## src/rtl/rsa_host_sequencer_pkg.sv

```systemverilog
// rtl/rsa_host_sequencer_pkg.sv - shared types and constants for the RSA host sequencer
package rsa_host_sequencer_pkg;

    typedef enum logic [2:0] {
        CMD_LOAD_N = 3'd0,
        CMD_LOAD_E = 3'd1,
        CMD_LOAD_X = 3'd2,
        CMD_RUN    = 3'd3,
        CMD_READ_U = 3'd4
    } host_cmd_e;

    typedef enum logic [2:0] {
        S_IDLE,
        S_LOAD,
        S_START,
        S_WAIT,
        S_READ
    } seq_state_e;

    // control_reg_type bit positions
    localparam int CTRL_LOAD_N = 0;
    localparam int CTRL_LOAD_E = 1;
    localparam int CTRL_LOAD_X = 2;
    localparam int CTRL_START  = 3;
    localparam int CTRL_READ_U = 4;
    localparam int CTRL_READY  = 5;
    localparam int CTRL_NU_LO  = 6;

    function automatic logic [31:0] sat_inc32(input logic [31:0] v);
        return (v == 32'hFFFF_FFFF) ? v : v + 32'd1;
    endfunction

endpackage

```

## src/rtl/rsa_rd_skid.sv

```systemverilog
// rtl/rsa_rd_skid.sv - two-entry valid/ready buffer for result words read from the core
//
// Ports:
//   clk, rst_n           clock, synchronous active-low reset
//   i_push               capture i_push_data/i_push_last this cycle
//   i_push_data/last     result word from the core and its last-word flag
//   o_rd_valid/data/last head entry presented to the host
//   i_rd_ready           host accepts the head entry
//   o_count              current occupancy (0..2)
module rsa_rd_skid #(
    parameter int WORD_W = 32
) (
    input  logic              clk,
    input  logic              rst_n,
    input  logic              i_push,
    input  logic [WORD_W-1:0] i_push_data,
    input  logic              i_push_last,
    output logic              o_rd_valid,
    output logic [WORD_W-1:0] o_rd_data,
    output logic              o_rd_last,
    input  logic              i_rd_ready,
    output logic [1:0]        o_count
);

    logic [WORD_W-1:0] r_data0;
    logic              r_last0;
    logic [WORD_W-1:0] r_data1;
    logic              r_last1;
    logic [1:0]        r_count;
    logic              w_pop;

    assign w_pop      = (r_count != 2'd0) && i_rd_ready;
    assign o_rd_valid = (r_count != 2'd0);
    assign o_rd_data  = r_data0;
    assign o_rd_last  = r_last0;
    assign o_count    = r_count;

    // Entry 0 is always the head; the sequencer never pushes into a full buffer.
    always_ff @(posedge clk) begin
        if (!rst_n) begin
            r_data0 <= '0;
            r_last0 <= 1'b0;
            r_data1 <= '0;
            r_last1 <= 1'b0;
            r_count <= 2'd0;
        end else begin
            case ({i_push, w_pop})
                2'b10: begin
                    if (r_count == 2'd0) begin
                        r_data0 <= i_push_data;
                        r_last0 <= i_push_last;
                    end else begin
                        r_data1 <= i_push_data;
                        r_last1 <= i_push_last;
                    end
                    r_count <= r_count + 2'd1;
                end
                2'b01: begin
                    r_data0 <= r_data1;
                    r_last0 <= r_last1;
                    r_count <= r_count - 2'd1;
                end
                2'b11: begin
                    if (r_count == 2'd1) begin
                        r_data0 <= i_push_data;
                        r_last0 <= i_push_last;
                    end else begin
                        r_data0 <= r_data1;
                        r_last0 <= r_last1;
                        r_data1 <= i_push_data;
                        r_last1 <= i_push_last;
                    end
                end
                default: ;
            endcase
        end
    end

endmodule

```

## src/rtl/rsa_host_sequencer.sv

```systemverilog
// rtl/rsa_host_sequencer.sv - host-side sequencer driving the RSA core control interface
//
// Ports:
//   clk, rst_n                      clock, synchronous active-low reset
//   cmd_valid/cmd_ready/cmd_op/nu   host command channel (accepted only in IDLE)
//   wr_valid/wr_ready/wr_data       operand word stream, LS word first
//   rd_valid/rd_ready/rd_data/last  result word stream, LS word first
//   ctrl_o                          control_reg_type: load_n/e/x, start, read_u, ready(0), nu_7_6
//   word_idx/word_data              word index and operand word for the core
//   core_ready/core_u_data          core status and result word (1 cycle after read_u)
//   busy                            not IDLE
//   run_cycles                      cycles from start to core ready of the last RUN
module rsa_host_sequencer
    import rsa_host_sequencer_pkg::*;
#(
    parameter int WORD_W    = 32,
    parameter int NUM_WORDS = 32,
    parameter int IDX_W     = $clog2(NUM_WORDS)
) (
    input  logic              clk,
    input  logic              rst_n,
    input  logic              cmd_valid,
    output logic              cmd_ready,
    input  logic [2:0]        cmd_op,
    input  logic [1:0]        cmd_nu,
    input  logic              wr_valid,
    output logic              wr_ready,
    input  logic [WORD_W-1:0] wr_data,
    output logic              rd_valid,
    input  logic              rd_ready,
    output logic [WORD_W-1:0] rd_data,
    output logic              rd_last,
    output logic [7:0]        ctrl_o,
    output logic [IDX_W-1:0]  word_idx,
    output logic [WORD_W-1:0] word_data,
    input  logic              core_ready,
    input  logic [WORD_W-1:0] core_u_data,
    output logic              busy,
    output logic [31:0]       run_cycles
);

    seq_state_e        r_state;
    seq_state_e        w_state_next;
    logic [2:0]        r_op;
    logic [1:0]        r_nu;
    logic [IDX_W-1:0]  r_count;
    logic              r_issue_done;
    logic              r_load_n;
    logic              r_load_e;
    logic              r_load_x;
    logic              r_start;
    logic              r_read_u;
    logic              r_read_u_d;
    logic              r_read_last;
    logic              r_read_last_d;
    logic [IDX_W-1:0]  r_word_idx;
    logic [WORD_W-1:0] r_word_data;
    logic [31:0]       r_run_cnt;
    logic [31:0]       r_run_cycles;

    logic              w_cmd_hs;
    logic              w_wr_hs;
    logic              w_last_idx;
    logic              w_rd_issue;
    logic              w_load_n;
    logic              w_load_e;
    logic              w_load_x;
    logic              w_start;
    logic [1:0]        w_skid_count;
    logic [2:0]        w_occupancy;
    logic [31:0]       w_run_inc;

    assign cmd_ready  = (r_state == S_IDLE);
    assign wr_ready   = (r_state == S_LOAD);
    assign busy       = (r_state != S_IDLE);
    assign w_cmd_hs   = cmd_valid && (r_state == S_IDLE);
    assign w_wr_hs    = wr_valid && (r_state == S_LOAD);
    assign w_last_idx = (r_count == IDX_W'(NUM_WORDS - 1));
    assign w_run_inc  = sat_inc32(r_run_cnt);

    // A read may be issued only if its word is guaranteed a skid slot even
    // when the host stalls: buffered words plus both read pipeline stages.
    assign w_occupancy = {1'b0, w_skid_count} + {2'b00, r_read_u} + {2'b00, r_read_u_d};

    always_comb begin
        w_state_next = r_state;
        w_load_n     = 1'b0;
        w_load_e     = 1'b0;
        w_load_x     = 1'b0;
        w_start      = 1'b0;
        w_rd_issue   = 1'b0;
        case (r_state)
            S_IDLE: begin
                if (w_cmd_hs) begin
                    case (cmd_op)
                        CMD_LOAD_N, CMD_LOAD_E, CMD_LOAD_X: w_state_next = S_LOAD;
                        CMD_RUN:                            w_state_next = S_START;
                        CMD_READ_U:                         w_state_next = S_READ;
                        default:                            w_state_next = S_IDLE;
                    endcase
                end
            end
            S_LOAD: begin
                w_load_n = w_wr_hs && (r_op == CMD_LOAD_N);
                w_load_e = w_wr_hs && (r_op == CMD_LOAD_E);
                w_load_x = w_wr_hs && (r_op == CMD_LOAD_X);
                if (w_wr_hs && w_last_idx) begin
                    w_state_next = S_IDLE;
                end
            end
            S_START: begin
                w_start      = 1'b1;
                w_state_next = S_WAIT;
            end
            S_WAIT: begin
                if (core_ready) begin
                    w_state_next = S_IDLE;
                end
            end
            S_READ: begin
                w_rd_issue = !r_issue_done && (w_occupancy < 3'd2);
                if (r_issue_done && !r_read_u && !r_read_u_d && (w_skid_count == 2'd0)) begin
                    w_state_next = S_IDLE;
                end
            end
            default: w_state_next = S_IDLE;
        endcase
    end

    always_ff @(posedge clk) begin
        if (!rst_n) begin
            r_state <= S_IDLE;
        end else begin
            r_state <= w_state_next;
        end
    end

    always_ff @(posedge clk) begin
        if (!rst_n) begin
            r_op          <= 3'd0;
            r_nu          <= 2'd0;
            r_count       <= '0;
            r_issue_done  <= 1'b0;
            r_load_n      <= 1'b0;
            r_load_e      <= 1'b0;
            r_load_x      <= 1'b0;
            r_start       <= 1'b0;
            r_read_u      <= 1'b0;
            r_read_u_d    <= 1'b0;
            r_read_last   <= 1'b0;
            r_read_last_d <= 1'b0;
            r_word_idx    <= '0;
            r_word_data   <= '0;
            r_run_cnt     <= 32'd0;
            r_run_cycles  <= 32'd0;
        end else begin
            r_load_n      <= w_load_n;
            r_load_e      <= w_load_e;
            r_load_x      <= w_load_x;
            r_start       <= w_start;
            r_read_u      <= w_rd_issue;
            r_read_u_d    <= r_read_u;
            r_read_last   <= w_rd_issue && w_last_idx;
            r_read_last_d <= r_read_last;

            if (w_cmd_hs) begin
                r_op         <= cmd_op;
                r_count      <= '0;
                r_issue_done <= 1'b0;
                if (cmd_op == CMD_RUN) begin
                    r_nu <= cmd_nu;
                end
            end else if (w_wr_hs || w_rd_issue) begin
                r_count <= w_last_idx ? '0 : r_count + IDX_W'(1);
                if (w_rd_issue && w_last_idx) begin
                    r_issue_done <= 1'b1;
                end
            end

            if (w_wr_hs) begin
                r_word_idx  <= r_count;
                r_word_data <= wr_data;
            end else if (w_rd_issue) begin
                r_word_idx <= r_count;
            end

            if (r_state == S_START) begin
                r_run_cnt <= 32'd0;
            end else if (r_state == S_WAIT) begin
                r_run_cnt <= w_run_inc;
                if (core_ready) begin
                    r_run_cycles <= w_run_inc;
                end
            end
        end
    end

    always_comb begin
        ctrl_o                     = 8'd0;
        ctrl_o[CTRL_LOAD_N]        = r_load_n;
        ctrl_o[CTRL_LOAD_E]        = r_load_e;
        ctrl_o[CTRL_LOAD_X]        = r_load_x;
        ctrl_o[CTRL_START]         = r_start;
        ctrl_o[CTRL_READ_U]        = r_read_u;
        ctrl_o[CTRL_READY]         = 1'b0;
        ctrl_o[CTRL_NU_LO +: 2]    = r_nu;
    end

    assign word_idx   = r_word_idx;
    assign word_data  = r_word_data;
    assign run_cycles = r_run_cycles;

    // core_u_data is valid the cycle after read_u, which is when r_read_u_d is high.
    rsa_rd_skid #(
        .WORD_W (WORD_W)
    ) u_rd_skid (
        .clk         (clk),
        .rst_n       (rst_n),
        .i_push      (r_read_u_d),
        .i_push_data (core_u_data),
        .i_push_last (r_read_last_d),
        .o_rd_valid  (rd_valid),
        .o_rd_data   (rd_data),
        .o_rd_last   (rd_last),
        .i_rd_ready  (rd_ready),
        .o_count     (w_skid_count)
    );

endmodule

```

## config.mk

```make
export PLATFORM = sky130hd
export DESIGN_NAME = rsa_host_sequencer
export DESIGN_NICKNAME = d
export VERILOG_FILES = /design/src/rtl/rsa_host_sequencer_pkg.sv /design/src/rtl/rsa_rd_skid.sv /design/src/rtl/rsa_host_sequencer.sv
export SDC_FILE = /design/constraint.sdc
export NUM_CORES = 1
export LEC_CHECK = 0
export ABC_CLOCK_PERIOD_IN_PS = 3760
export BUFFER_PORTS_ARGS = -buffer_cell sky130_fd_sc_hd__clkbuf_2
export CAP_MARGIN = 25
export CORE_ASPECT_RATIO = 1.25
export CORE_MARGIN = 8
export CORE_UTILIZATION = 35
export DETAILED_ROUTE_END_ITERATION = 8
export GPL_TIMING_DRIVEN = 1
export HOLD_SLACK_MARGIN = 0.05
export SYNTH_ARGS = -nofsm -noshare
export SYNTH_HDL_FRONTEND = slang
export SYNTH_SLANG_ARGS = --single-unit
```

## constraint.sdc

```tcl
create_clock -name clk -period 3.76 [get_ports clk]
set_input_delay 0.376 -clock clk [delete_from_list [all_inputs] [get_ports clk]]
set_output_delay 0.376 -clock clk [all_outputs]
set_load 0.05 [all_outputs]
```

* After elaboration in Yosys (flattened, before gate mapping)
Cells that the tools add are included.
Storage, ports and cells: register bits 191, word-level logic and storage cells 115
Cells by class: $add $sub $neg 6, order comparisons 1, equality and inequality tests 23, muxes and demuxes 25, bitwise gates (word level) 2, reduce and logical (&&, ||, !) cells 36
Operators with widths (count):
- 2-to-1 mux 32 bit | 5
- one-hot mux 32 bit (3 select lines) | 1
- one-hot mux 32 bit (2 select lines) | 1
- adder 32 x 1 -> 32 bit (second input constant) | 1
- == test 32 bit (second input constant) | 1
- == test 3 x 2 -> 1 bit (second input constant) | 5
- 2-to-1 mux 5 bit | 3
- one-hot mux 3 bit (5 select lines) | 1
- logical AND 1 bit | 12
- 2-to-1 mux 3 bit | 4
- != test 2 bit (second input constant) | 5
- == test 3 x 1 -> 1 bit (second input constant) | 3
- zero test 3 bit | 3
- one-hot mux 3 bit (3 select lines) | 1
- AND reduction 2 bit | 4
- nonzero test 2 bit | 4
- == test 3 bit (second input constant) | 2
- 2-to-1 mux 1 bit | 6
- AND reduction 3 bit | 2
- nonzero test 3 bit | 2
- adder 5 x 1 -> 5 bit (second input constant) | 1
- == test 5 bit (second input constant) | 1
- == test 2 x 1 -> 1 bit (second input constant) | 2
- == test 2 bit (second input constant) | 2
- 16 further kinds | 21

* Logic depth before layout (Yosys ltp)
Gate-level depths: netlist of run 1.
depth after elaboration 7, mapped depth 11, gate-level depth less buffers 9

* Modules after synthesis
A second synthesis of run 1 with hierarchy kept.
Unflattened totals: cells, all modules 1034, area total of the unflattened synthesis 8523.2 um^2
Modules (own cells, without submodules):
- rsa_host_sequencer | instances 1, cells an instance 663, area an instance 5425.2 um^2, sequential area each 2462.4 um^2
- rsa_rd_skid | instances 1, cells an instance 371, area an instance 3098.0 um^2, sequential area each 1361.3 um^2

* Least setup slack after synthesis of run 1
Ideal clock, no wire load.
path kind flip-flop to flip-flop, start register r_state[1], end register r_nu[0], setup time 0.128 ns, arrival 2.792 ns, slack 0.840 ns, cell stages (with the launch flop) 7, clock period less this slack 2.920 ns, path through dfxtp_1 buf_2 nor3_1 nand2_1 nor3_1 mux2i_1 nor2_1
On the way: cells in the longest elaborated chain, start to end 3
RTL lines:
- start: declaration | RTL line rsa_host_sequencer.sv:42 | seq_state_e r_state;
- start signal: assignment | RTL line rsa_host_sequencer.sv:134 | r_state <= w_state_next;
- zero test 3 bit
- via cmd_ready | RTL line rsa_host_sequencer.sv:23 | output logic cmd_ready,
- logical AND 1 bit | RTL line rsa_host_sequencer.sv:76 | assign w_cmd_hs = cmd_valid && (r_state == S_IDLE);
- AND reduction 2 bit (no line)
- end signal: assignment | RTL line rsa_host_sequencer.sv:171 | r_nu <= cmd_nu;
- end: declaration | RTL line rsa_host_sequencer.sv:45 | logic [1:0] r_nu;
The timed path passes the listed nets, and every way through them passes these cells. A chain may end at the register's enable or synchronous reset.

* Final worst setup path of run 1
start register r_run_cnt[0], end register r_run_cycles[7] (netlist: run_cycles[7])
On the way: cells in the longest elaborated chain, start to end 2, elaborated cells on any way between the ends 3, those cells by class add/sub: 1; eq/ne: 1; mux: 1
RTL lines:
- start: declaration | RTL line rsa_host_sequencer.sv:58 | logic [31:0] r_run_cnt;
- start signal: assignment | RTL line rsa_host_sequencer.sv:190 | r_run_cnt <= w_run_inc;
- adder 32 x 1 -> 32 bit / == test 32 bit (equally long branches) | RTL line rsa_host_sequencer_pkg.sv:30 | return (v == 32'hFFFF_FFFF) ? v : v + 32'd1;
- 2-to-1 mux 32 bit * | RTL line rsa_host_sequencer_pkg.sv:30
- end signal: assignment | RTL line rsa_host_sequencer.sv:192 | r_run_cycles <= w_run_inc;
- end: declaration | RTL line rsa_host_sequencer.sv:59 | logic [31:0] r_run_cycles;
Mark *: on every way between the ends. The rest lies on a longest branch, timed or not.

==> out/results.tsv, run 1 <==
stage	metric	value	unit
worst_setup_path	cp_slowest_cell	and4_1	
clock_tree	clockRootBuffer	clkbuf_16	
timing	maxSlewViolCount	0	
yosys	syn_inst	1007	
finish	synthToLayoutAreaGrowth	21.1	%
yosys	post_synth_num_cell_types	56	
yosys	yosysSeqAreaShare	46.4	%
finish	final_util	42.6	%
timing	rsz0062_at_grt	false	
worst_setup_path	required	4.10	ns
finish	drive_above_1_share	21.7	%
yosys	synth_top_area_share	46.4	%
placed_design	routabilityCongestion	0.868	
yosys	yosys.area_share.xor_xnor	0.744	%
floorplan	start_util	35.2	%
finish	multi_input_area	4040	µm²
placed_design	place_inst	1418	
timing	finalCriticalPeriod	2.69	ns
yosys	syn_nets	1091	
routing	drcViolationCount	0	
worst_setup_path	crit_fanout	42	
worst_hold_path	holdCritStartpoint	wr_data[8]	
clock_tree	cts.sinks	191	
global_routing	grt_max_degree	111	
routing	drtIter0Drc	339	
global_routing	antenna_found_initial	1	
clock_tree	numCtsBuffers	17	
routing	vias	7836	
yosys	yosys_warnings	0	
worst_hold_path	min_path_type	in -> reg	
worst_setup_path	r2r_slack	1.07	ns
yosys	synthesis.area	8240	µm²
finish	fin_nets	1230	
timing	fin_tns_setup	0	ns
timing	finalSetupViolations	0	
clock_tree	post_cts_buffers	0	
worst_setup_path	cp-start-kind	register	
timing	fin_skew	0.0108	ns
finish	nFillCells	2369	
job	cap_violations	0	
yosys	synthMuxAreaShare	1.58	%
routing	vias_per_cell	5.40	
floorplan	die_h	188	µm
worst_setup_path	critPathMaxStageDelay	0.63	ns
worst_hold_path	holdPathEnd	word_data[8]	
global_routing	grt_pass1_wl	39400	µm
global_routing	grt_pass1_vias	7476	
clock_tree	clk_latency	0.43	ns
placed_design	io_buffer_count	187	
finish	final_area	9980	µm²
floorplan	fp-row-count	63	
routing	routed_wl	24300	µm
clock_tree	cts_hold_buf	0	
yosys	ys.flop_type	dfxtp_1	
yosys	synth-simple-area-share	24.9	%
worst_setup_path	crit_arrival	3.03	ns
clock_tree	clock_path_buffers	2	
yosys	synth_top_cell_by_area	dfxtp_1	
yosys	ys_ff_latch	191	
floorplan	core_area	23400	µm²
yosys	synth_top_family_by_area	simple AND/OR/NAND/NOR gates	
finish	fin_cells	1452	
routing	dr.pass1.iters	5	
finish	regArea	3820	µm²
timing	fmax	371	MHz
pwr	vdd_ir_drop_max	367	µV
worst_setup_path	ff2ff_path_depth	7	
timing	hold_violations	0	
timing	hold_ws	0.164	ns
pwr	leakage	3.76	nW
yosys	yosys-top-cells-area	dfxtp_1 (46%), nand2_1 (7.7%), a21oi_1 (6.5%)	
yosys	async_reset_ff_share	0	%
worst_setup_path	r2r_start	r_run_cnt[0]	
clock_tree	ctsResizeCount	0	
yosys	synth_compound_area_share	19.9	%
clock_tree	h-tree-depth	4	
pwr	power_density	596	nW/µm²
timing	worst_pin_slew	0.919	ns
yosys	synth-edff-count	0	
outcome	status	complete, no violations	
floorplan	dieArea	28700	µm²
worst_setup_path	timing.critical_path.buf_inv	1	
worst_setup_path	worst_setup_path_end_kind	register	
clock_tree	cts_tree	built	
worst_setup_path	cp_cell_sequence	ha_1 > nand3_1 > nor3_1 > and4_1 > buf_12 > o21ai_0 > a311oi_1	
yosys	postSynthAreaPerCell	8.18	µm²
routing	ant_nets	0	
worst_setup_path	rr_endpoint	run_cycles[7]	
placed_design	hpwl	16500	µm
clock_tree	path_clk_slew	0.07	ns
yosys	synthAdderAreaFrac	1.37	%
routing	wl_per_cell	16.8	µm
timing	max-slew-margin-rel	38.6	%
global_routing	track_usage	16.6	%
floorplan	dieWidth	153	µm
placed_design	post_dp_cell_area	9370	µm²
worst_hold_path	hold_depth	3	
worst_setup_path	critPathTopFamily	simple AND/OR/NAND/NOR gates	
worst_setup_path	crit_type	reg -> reg	
floorplan	ioPinCount	189	
timing	fin_crit_sh	71.6	%
global_routing	grt_overflow	0	
==> worst register-to-register path, stage by stage, from the launching register on <==
cell      delay, ns
dfxtp_1        0.47
ha_1           0.41
nand3_1        0.16
nor3_1         0.27
and4_1         0.63
buf_12         0.27
o21ai_0        0.12
a311oi_1       0.26
==> registers in the layout, summed over array words and instances (netlist names), 2 cells and up <==
signal               cells
r_state                  3
u_rd_skid.o_count        2
r_count                  5
word_data               32
u_rd_skid.r_data1       32
run_cycles              32
r_run_cnt               32
word_idx                 5
r_nu                     2
r_op                     3
u_rd_skid.o_rd_data     32
==> per-layer routing <==
metal,up-vias,GRT usage [%],wire length (µm)
met1,3680,19.4,10300
met4,0,6.14,415
met2,206,29.0,12300
met3,28,3.96,1270
met5,-,0,0
li1,3922,-,-
==> cell usage in the layout, fill, tap and decap left out, types with 7 or more instances in the layout <==
cell,count
nor2_1,70
nand4_1,19
o31ai_1,25
inv_1,12
a21oi_1,106
a31oi_1,20
nand3_1,23
dfxtp_1,191
nor3_1,55
o21ai_0,48
and4_1,9
ha_1,9
and2_1,7
or4_1,22
buf_4,16
clkbuf_2,187
and3_1,9
or3_1,17
clkbuf_16,17
mux2i_1,13
a221oi_1,33
nand2_1,168
==> kinds of logic after synthesis <==
group / Yosys count
xor gates and xnor gates: 7
and+or+nand+nor: 425
muxes: 13
DFF: 191
AOI/OAI and AO/OA: 263
adders and majority gates: 9
buffers and inverters: 98
other: 1
==> cell usage after synthesis (2+ instances only) <==
master / number
o31ai_1: 25
xor2_1: 5
nor3_1: 55
a311oi_1: 5
or2_2: 3
and4_1: 9
nand3b_1: 2
nand2b_1: 4
a21oi_1: 107
buf_2: 11
inv_1: 13
a211oi_1: 3
nand4_1: 19
a31oi_1: 20
xnor2_1: 2
o21ai_0: 48
and3_1: 9
dfxtp_1: 191
or4_1: 22
or3_1: 17
o21ai_1: 2
nand3_1: 23
nor2_1: 70
nor4_1: 6
mux2i_1: 13
o2111ai_1: 2
a221oi_1: 33
o21a_1: 2
buf_4: 10
clkbuf_1: 60
buf_1: 4
nor3b_1: 5
nand2_1: 168
ha_1: 9
and2_1: 7
o311ai_0: 3
==> through the flow <==
stage	setup WS (ns)	power, W
after floorplan	0.840	0.00367
after global placement	1.10	0.00412
after detailed placement	1.02	0.00414
after CTS	1.01	0.00602
after global routing	0.719	0.00626
final	1.07	0.00595
==> power by group <==
group	switching (W)	internal (W)	leakage (nW)	total [W]
sequential	0.000120	0.00222	1.54	0.00234
clock	0.000813	0.00106	0.294	0.00187
combinational	0.00129	0.000438	1.92	0.00173
total	0.00223	0.00372	3.76	0.00595
==> cell type report <==
class	instances	area share [%]
Clock buffer	22	4.85
Antenna cell	1	0.0251
Inverter	13	0.514
Timing Repair Buffer	205	11.0
Sequential cell	191	38.3
Clock inverter	10	1.24
Tap cell	292	3.66
Multi-Input combinational cell	718	40.4
==> how the worst max path moves through the flow <==
stage / startpoint / end / slack [ns] / depth (start not counted)
3_3_place_gp: r_read_u_d / r_count[2] / 1.10 / 5
2_1_floorplan: r_state[1] / r_nu[0] / 0.84 / 6
4_1_cts: r_read_u_d / r_count[2] / 1.01 / 5
3_5_place_dp: r_read_u_d / r_count[2] / 1.02 / 5
6_report: r_run_cnt[0] / run_cycles[7] / 1.07 / 7
5_1_grt: r_run_cnt[0] / run_cycles[7] / 0.72 / 7
No activity file was read; power rests on OpenSTA's default activity.
==> run 2, diff against run 1 <==
--- a/config.mk
+++ b/config.mk
@@ -5,7 +5,8 @@
 export SDC_FILE = /design/constraint.sdc
 export NUM_CORES = 1
 export LEC_CHECK = 0
-export ABC_CLOCK_PERIOD_IN_PS = 3760
+export ABC_AREA = 1
+export ABC_CLOCK_PERIOD_IN_PS = 2790
 export BUFFER_PORTS_ARGS = -buffer_cell sky130_fd_sc_hd__clkbuf_2
 export CAP_MARGIN = 25
 export CORE_ASPECT_RATIO = 1.25
==> constraint.sdc (replaced) <==
create_clock -name clk -period 2.79 [get_ports clk]
set_input_delay 0.279 -clock clk [delete_from_list [all_inputs] [get_ports clk]]
set_output_delay 0.279 -clock clk [all_outputs]
set_load 0.05 [all_outputs]
==> run 2 against run 1 <==
- flip-flop and latch count did not move
- non-clock buffer count up 7
- critical path depth grew 5
- global-route usage down 0.67 points
- highest routed layer unchanged
- die area is 4.4% higher
- combinational power rose by 79%
- clock skew about the same
- first-iteration DRC count grew 17%
==> out/results.tsv, run 2 <==
stage	metric	value	unit
global_routing	track_usage	16.0	%
global_routing	antenna_found_initial	0	
timing	max-slew-margin-rel	53.8	%
pwr	vdd_ir_drop_max	473	µV
finish	most-common-layout-cells	nor2_1 (220), inv_1 (202), dfxtp_1 (191), clkbuf_2 (186), nand2_1 (155)	
finish	final_common_cell	nor2_1	
clock_tree	path_clk_slew	0.07	ns
clock_tree	cts.sinks	191	
finish	multi_input_area	3740	µm²
pwr	power_density	858	nW/µm²
placed_design	io_buffer_count	187	
timing	fin_tns_setup	0	ns
routing	dr.pass1.iters	5	
clock_tree	clk_latency	0.43	ns
timing	rsz0062_at_grt	false	
clock_tree	clockRootBuffer	clkbuf_16	
finish	final_area	10500	µm²
floorplan	ioPinCount	189	
worst_setup_path	required	3.15	ns
floorplan	core_area	24300	µm²
yosys	synth_top_area_share	44.3	%
routing	drtIter0Drc	395	
floorplan	start_util	35.5	%
yosys	syn_nets	1321	
finish	antenna_cells	0	
timing	fin_crit_sh	85.7	%
pwr	leakage	4.96	nW
clock_tree	post_cts_buffers	0	
placed_design	routabilityCongestion	0.873	
yosys	synth-edff-count	0	
worst_setup_path	worst_setup_path_end_kind	register	
worst_setup_path	crit_type	reg -> reg	
floorplan	dieWidth	157	µm
yosys	ys.flop_type	dfxtp_1	
clock_tree	h-tree-depth	4	
floorplan	fp-row-count	64	
placed_design	post_dp_cell_area	9830	µm²
worst_setup_path	crit_arrival	2.75	ns
yosys	post_synth_num_cell_types	30	
yosys	synth_top_cell_by_area	dfxtp_1	
pwr	swShare	42.0	%
timing	fin_skew	0.0106	ns
pwr	internal_power	0.00524	W
global_routing	grt_max_degree	75	
worst_hold_path	min_path_type	in -> reg	
pwr	pwr-share-clk	27.7	%
timing	finalSetupViolations	0	
placed_design	place_ws	0.410	ns
outcome	status	complete, no violations	
timing	finalCriticalPeriod	2.39	ns
clock_tree	clock_path_buffers	2	
job	cap_violations	0	
yosys	synth_commonest_cells	nor2_1 (220), inv_1 (202), dfxtp_1 (191)	
finish	regArea	3820	µm²
yosys	ys_ff_latch	191	
finish	synthToLayoutAreaGrowth	21.7	%
timing	hold_ws	0.0727	ns
timing	maxSlewViolCount	0	
routing	vias	8208	
finish	final_util	43.2	%
worst_setup_path	crit_fanout	46	
placed_design	hpwl	18000	µm
yosys	yosysMostFrequentCell	nor2_1	
floorplan	dieArea	30000	µm²
timing	worst_slack	0.400	ns
pwr	switchingPower	0.00379	W
timing	hold_violations	0	
timing	fmax	418	MHz
clock_tree	cts_tree	built	
finish	nFillCells	2505	
yosys	postSynthAreaPerCell	6.99	µm²
global_routing	grt_pass1_wl	38900	µm
floorplan	die_h	192	µm
worst_setup_path	cp-start-kind	register	
clock_tree	ctsResizeCount	0	
global_routing	grt_overflow	0	
yosys	yosysSeqAreaShare	44.3	%
yosys	yosys-top-cells-area	dfxtp_1 (44%), nor2_1 (9.6%), inv_1 (8.8%)	
yosys	yosys_warnings	0	
routing	routed_wl	24300	µm
yosys	syn_inst	1237	
timing	worst_pin_slew	0.692	ns
routing	drcViolationCount	0	
routing	wl_per_cell	13.9	µm
finish	fin_nets	1484	
routing	ant_nets	0	
clock_tree	numCtsBuffers	17	
pwr	pwr-share-comb	34.3	%
global_routing	grt_pass1_vias	7623	
yosys	async_reset_ff_share	0	%
pwr	power_frac_seq	37.9	%
yosys	synthesis.area	8640	µm²
routing	vias_per_cell	4.71	
finish	drive_above_1_share	18.2	%
-- run 2: kinds of logic after synthesis --
family	count (synthesis)	synth area share (%)
xor+xnor	5	0.507
compound gates	289	18.9
buf+inv	278	12.7
simple gates	464	22.3
fa+ha+maj	9	1.30
flops	191	44.3
other cells	1	0.0434
-- run 2: final timing paths --
check                     endpoint                 start  slack (ns)  depth (start not counted)
max          u_rd_skid.r_data1[18]  u_rd_skid.o_count[0]        0.40                         12
min                   word_data[2]            wr_data[2]        0.07                          3
max reg2reg  u_rd_skid.r_data1[18]  u_rd_skid.o_count[0]        0.40                         12
min reg2reg          r_read_last_d           r_read_last        0.42                          2
-- run 2: what timing repair did --
action,in CTS,in global routing
endpoints found under the setup margin,0,0
endpoints found under the hold margin,8,0
hold buffers,8,0
-- run 2: per-stage QoR --
stage / cells / total power, W
final: 1743 / 0.00903
after global routing: 1743 / 0.00954
after CTS: 1743 / 0.00914
after global placement: 1703 / 0.00658
after floorplan: 1237 / 0.00578
after detailed placement: 1703 / 0.00661
-- run 2: layout make-up --
cell class | count | area share, %
clock buffer | 17 | 4.05
clock inverter | 15 | 1.69
inverter | 210 | 7.50
multi-input combinational | 768 | 35.6
sequential | 191 | 36.4
tap | 330 | 3.93
timing repair buffer | 212 | 10.9
-- run 2: worst max-delay path, stage by stage (launching register included) --
cell and delay (ns):
dfxtp_1 0.34, inv_1 0.07, ha_1 0.25, inv_1 0.13, nand2_1 0.16, inv_1 0.08
ha_1 0.23, nand2_1 0.09, o21ai_0 0.14, a21oi_4 0.15, buf_4 0.38, o21ai_0 0.13
a21oi_1 0.16
-- run 2: layer usage --
layer	vias up	GRT usage, %	part of all wire, %
li1	4283	-	-
met1	3671	19.5	43
met2	223	27.1	49
met3	31	3.35	5.7
met4	0	5.93	2.1
met5	-	0	0
-- run 2: power groups by stage --
stage,Clock [W],Sequential [W],Combinational [W]
floorplan,0,0.00452,0.00126
global placement,0,0.00348,0.00310
detailed placement,0,0.00349,0.00312
CTS,0.00258,0.00343,0.00314
global route,0.00268,0.00349,0.00337
finish,0.00250,0.00343,0.00310
==> run 3, diff against run 2 <==
--- a/config.mk
+++ b/config.mk
@@ -14,7 +14,7 @@
 export CORE_UTILIZATION = 35
 export DETAILED_ROUTE_END_ITERATION = 8
 export GPL_TIMING_DRIVEN = 1
-export HOLD_SLACK_MARGIN = 0.05
+export HOLD_SLACK_MARGIN = 0.12
 export SYNTH_ARGS = -nofsm -noshare
 export SYNTH_HDL_FRONTEND = slang
 export SYNTH_SLANG_ARGS = --single-unit
==> run 3 against run 2 <==
- clock skew down 0.00064 ns
- critical path depth unchanged
- fmax is essentially flat
- die area stayed put
- first-iteration DRC count rose by 4.6%
- flip-flop and latch count is the same
- non-clock buffer count increased by 60
- via count rose by 3.3%
- global-route usage up 0.69 points
- critical path type unchanged
- critical endpoint unchanged
- largest cell class unchanged
==> out/results.tsv, run 3 (synthesized netlist as in run 2, its figures left out) <==
stage	metric	value	unit
pwr	power_density	820	nW/µm²
finish	final_area	11100	µm²
worst_hold_path	hold_depth	3	
pwr	p_total	0.00912	W
clock_tree	path_clk_slew	0.07	ns
clock_tree	clk_latency	0.44	ns
placed_design	post_dp_cell_area	9830	µm²
worst_hold_path	min_path_type	in -> reg	
timing	worst_slack	0.399	ns
clock_tree	ctsResizeCount	0	
job	cap_violations	0	
routing	dr.pass1.iters	5	
floorplan	core_area	24300	µm²
routing	ant_nets	0	
pwr	switchingPower	0.00383	W
finish	final_common_cell	nor2_1	
global_routing	grt_max_degree	75	
global_routing	track_usage	16.6	%
global_routing	grt.met3_usage	3.78	%
pwr	swShare	42.0	%
timing	fmax	418	MHz
placed_design	hpwl	18000	µm
floorplan	die_h	192	µm
finish	final_util	45.7	%
routing	routed_wl	25400	µm
routing	drtIter0Drc	413	
clock_tree	h-tree-depth	4	
clock_tree	cts.sinks	191	
worst_setup_path	crit_fanout	46	
global_routing	met1_usage	19.8	%
routing	drcViolationCount	0	
global_routing	grtUsageMet2	28.7	%
outcome	status	complete, no violations	
worst_setup_path	required	3.15	ns
finish	fin_nets	1544	
global_routing	grt_pass1_wl	40700	µm
worst_setup_path	worst_setup_path_end_kind	register	
floorplan	dieWidth	157	µm
routing	vias_per_cell	4.70	
worst_setup_path	crit_arrival	2.75	ns
timing	finalCriticalPeriod	2.39	ns
timing	worst_pin_slew	0.696	ns
finish	nFillCells	2428	
timing	fin_tns_setup	0	ns
clock_tree	post_cts_buffers	0	
placed_design	io_buffer_count	187	
placed_design	place_ws	0.410	ns
pwr	pwr-share-comb	34.9	%
global_routing	grt_pass1_vias	8022	
timing	rsz0062_at_grt	false	
pwr	leakage	5.21	nW
routing	vias	8481	
floorplan	dieArea	30000	µm²
global_routing	grt_busiest_layer	met2	
timing	hold_violations	0	
floorplan	start_util	35.5	%
clock_tree	cts_tree	built	
pwr	vdd_ir_drop_max	475	µV
floorplan	ioPinCount	189	
timing	fin_skew	0.00999	ns
timing	fin_crit_sh	85.7	%
global_routing	antenna_found_initial	0	
clock_tree	numCtsBuffers	17	
timing	finalSetupViolations	0	
clock_tree	clockRootBuffer	clkbuf_16	
finish	most-common-layout-cells	nor2_1 (220), inv_1 (202), dfxtp_1 (191), clkbuf_2 (186), nand2_1 (155)	
worst_setup_path	cp-start-kind	register	
pwr	pwr-share-clk	27.5	%
timing	maxSlewViolCount	0	
global_routing	grt_overflow	0	
pwr	power_frac_seq	37.6	%
clock_tree	cts_hold_buf	68	
pwr	internal_power	0.00529	W
timing	max-slew-margin-rel	53.6	%
floorplan	fp-row-count	64	
worst_setup_path	crit_type	reg -> reg	
finish	synthToLayoutAreaGrowth	28.7	%
worst_setup_path	ff2ff_path_depth	12	
routing	wl_per_cell	14.1	µm
placed_design	routabilityCongestion	0.873	
finish	drive_above_1_share	17.4	%
clock_tree	clock_path_buffers	2	
## run 3: cell count changes in the layout (fill, tap and decap cells not counted), sizes merged
cell	before	now
diode	0	1
dlygate4sd3	8	68
## run 3: critical path, stage by stage (launching register included)
cell     delay [ns]
dfxtp_1        0.34
inv_1          0.07
ha_1           0.25
inv_1          0.13
nand2_1        0.16
inv_1          0.08
ha_1           0.23
nand2_1        0.09
o21ai_0        0.14
a21oi_4        0.15
buf_4          0.37
o21ai_0        0.13
a21oi_1        0.16
## run 3: cell type report
| type | instances | area [µm²] | share of cell area, % |
|---|---|---|---|
| Clock inverter | 15 | 178 | 1.60 |
| Inverter | 210 | 788 | 7.09 |
| Multi-Input combinational cell | 768 | 3740 | 33.7 |
| Sequential cell | 191 | 3820 | 34.4 |
| Tap cell | 330 | 413 | 3.71 |
| Antenna cell | 1 | 2.50 | 0.0225 |
| Clock buffer | 17 | 425 | 3.83 |
| Timing Repair Buffer | 272 | 1750 | 15.7 |
## run 3: metrics by stage
step	hold WS, ns	instances
6_report	0.186	1804
3_3_place_gp	0.404	1703
5_1_grt	0.225	1803
3_5_place_dp	0.401	1703
4_1_cts	0.165	1803
2_1_floorplan	0.390	1237
## run 3: metal layers
layer  part of all wire [%]  vias up
met2                     49      221
met1                     43     3827
met4                    2.3        0
met3                    5.7       38
met5                      0        -
li1                       -     4395
## run 3: path summary, 6_finish.rpt
kind,endpoint,start,slack [ns]
max,u_rd_skid.r_data1[18],u_rd_skid.o_count[0],0.40
min,r_op[1],cmd_op[1],0.19
max reg2reg,u_rd_skid.r_data1[18],u_rd_skid.o_count[0],0.40
min reg2reg,r_read_last_d,r_read_last,0.42
## run 3: power groups by stage
| stage | clock network, W | logic [W] | registers [W] |
|---|---|---|---|
| floorplan | 0 | 0.00126 | 0.00452 |
| global placement | 0 | 0.00310 | 0.00348 |
| detailed placement | 0 | 0.00312 | 0.00349 |
| CTS | 0.00258 | 0.00320 | 0.00343 |
| global route | 0.00268 | 0.00345 | 0.00349 |
| finish | 0.00250 | 0.00319 | 0.00343 |
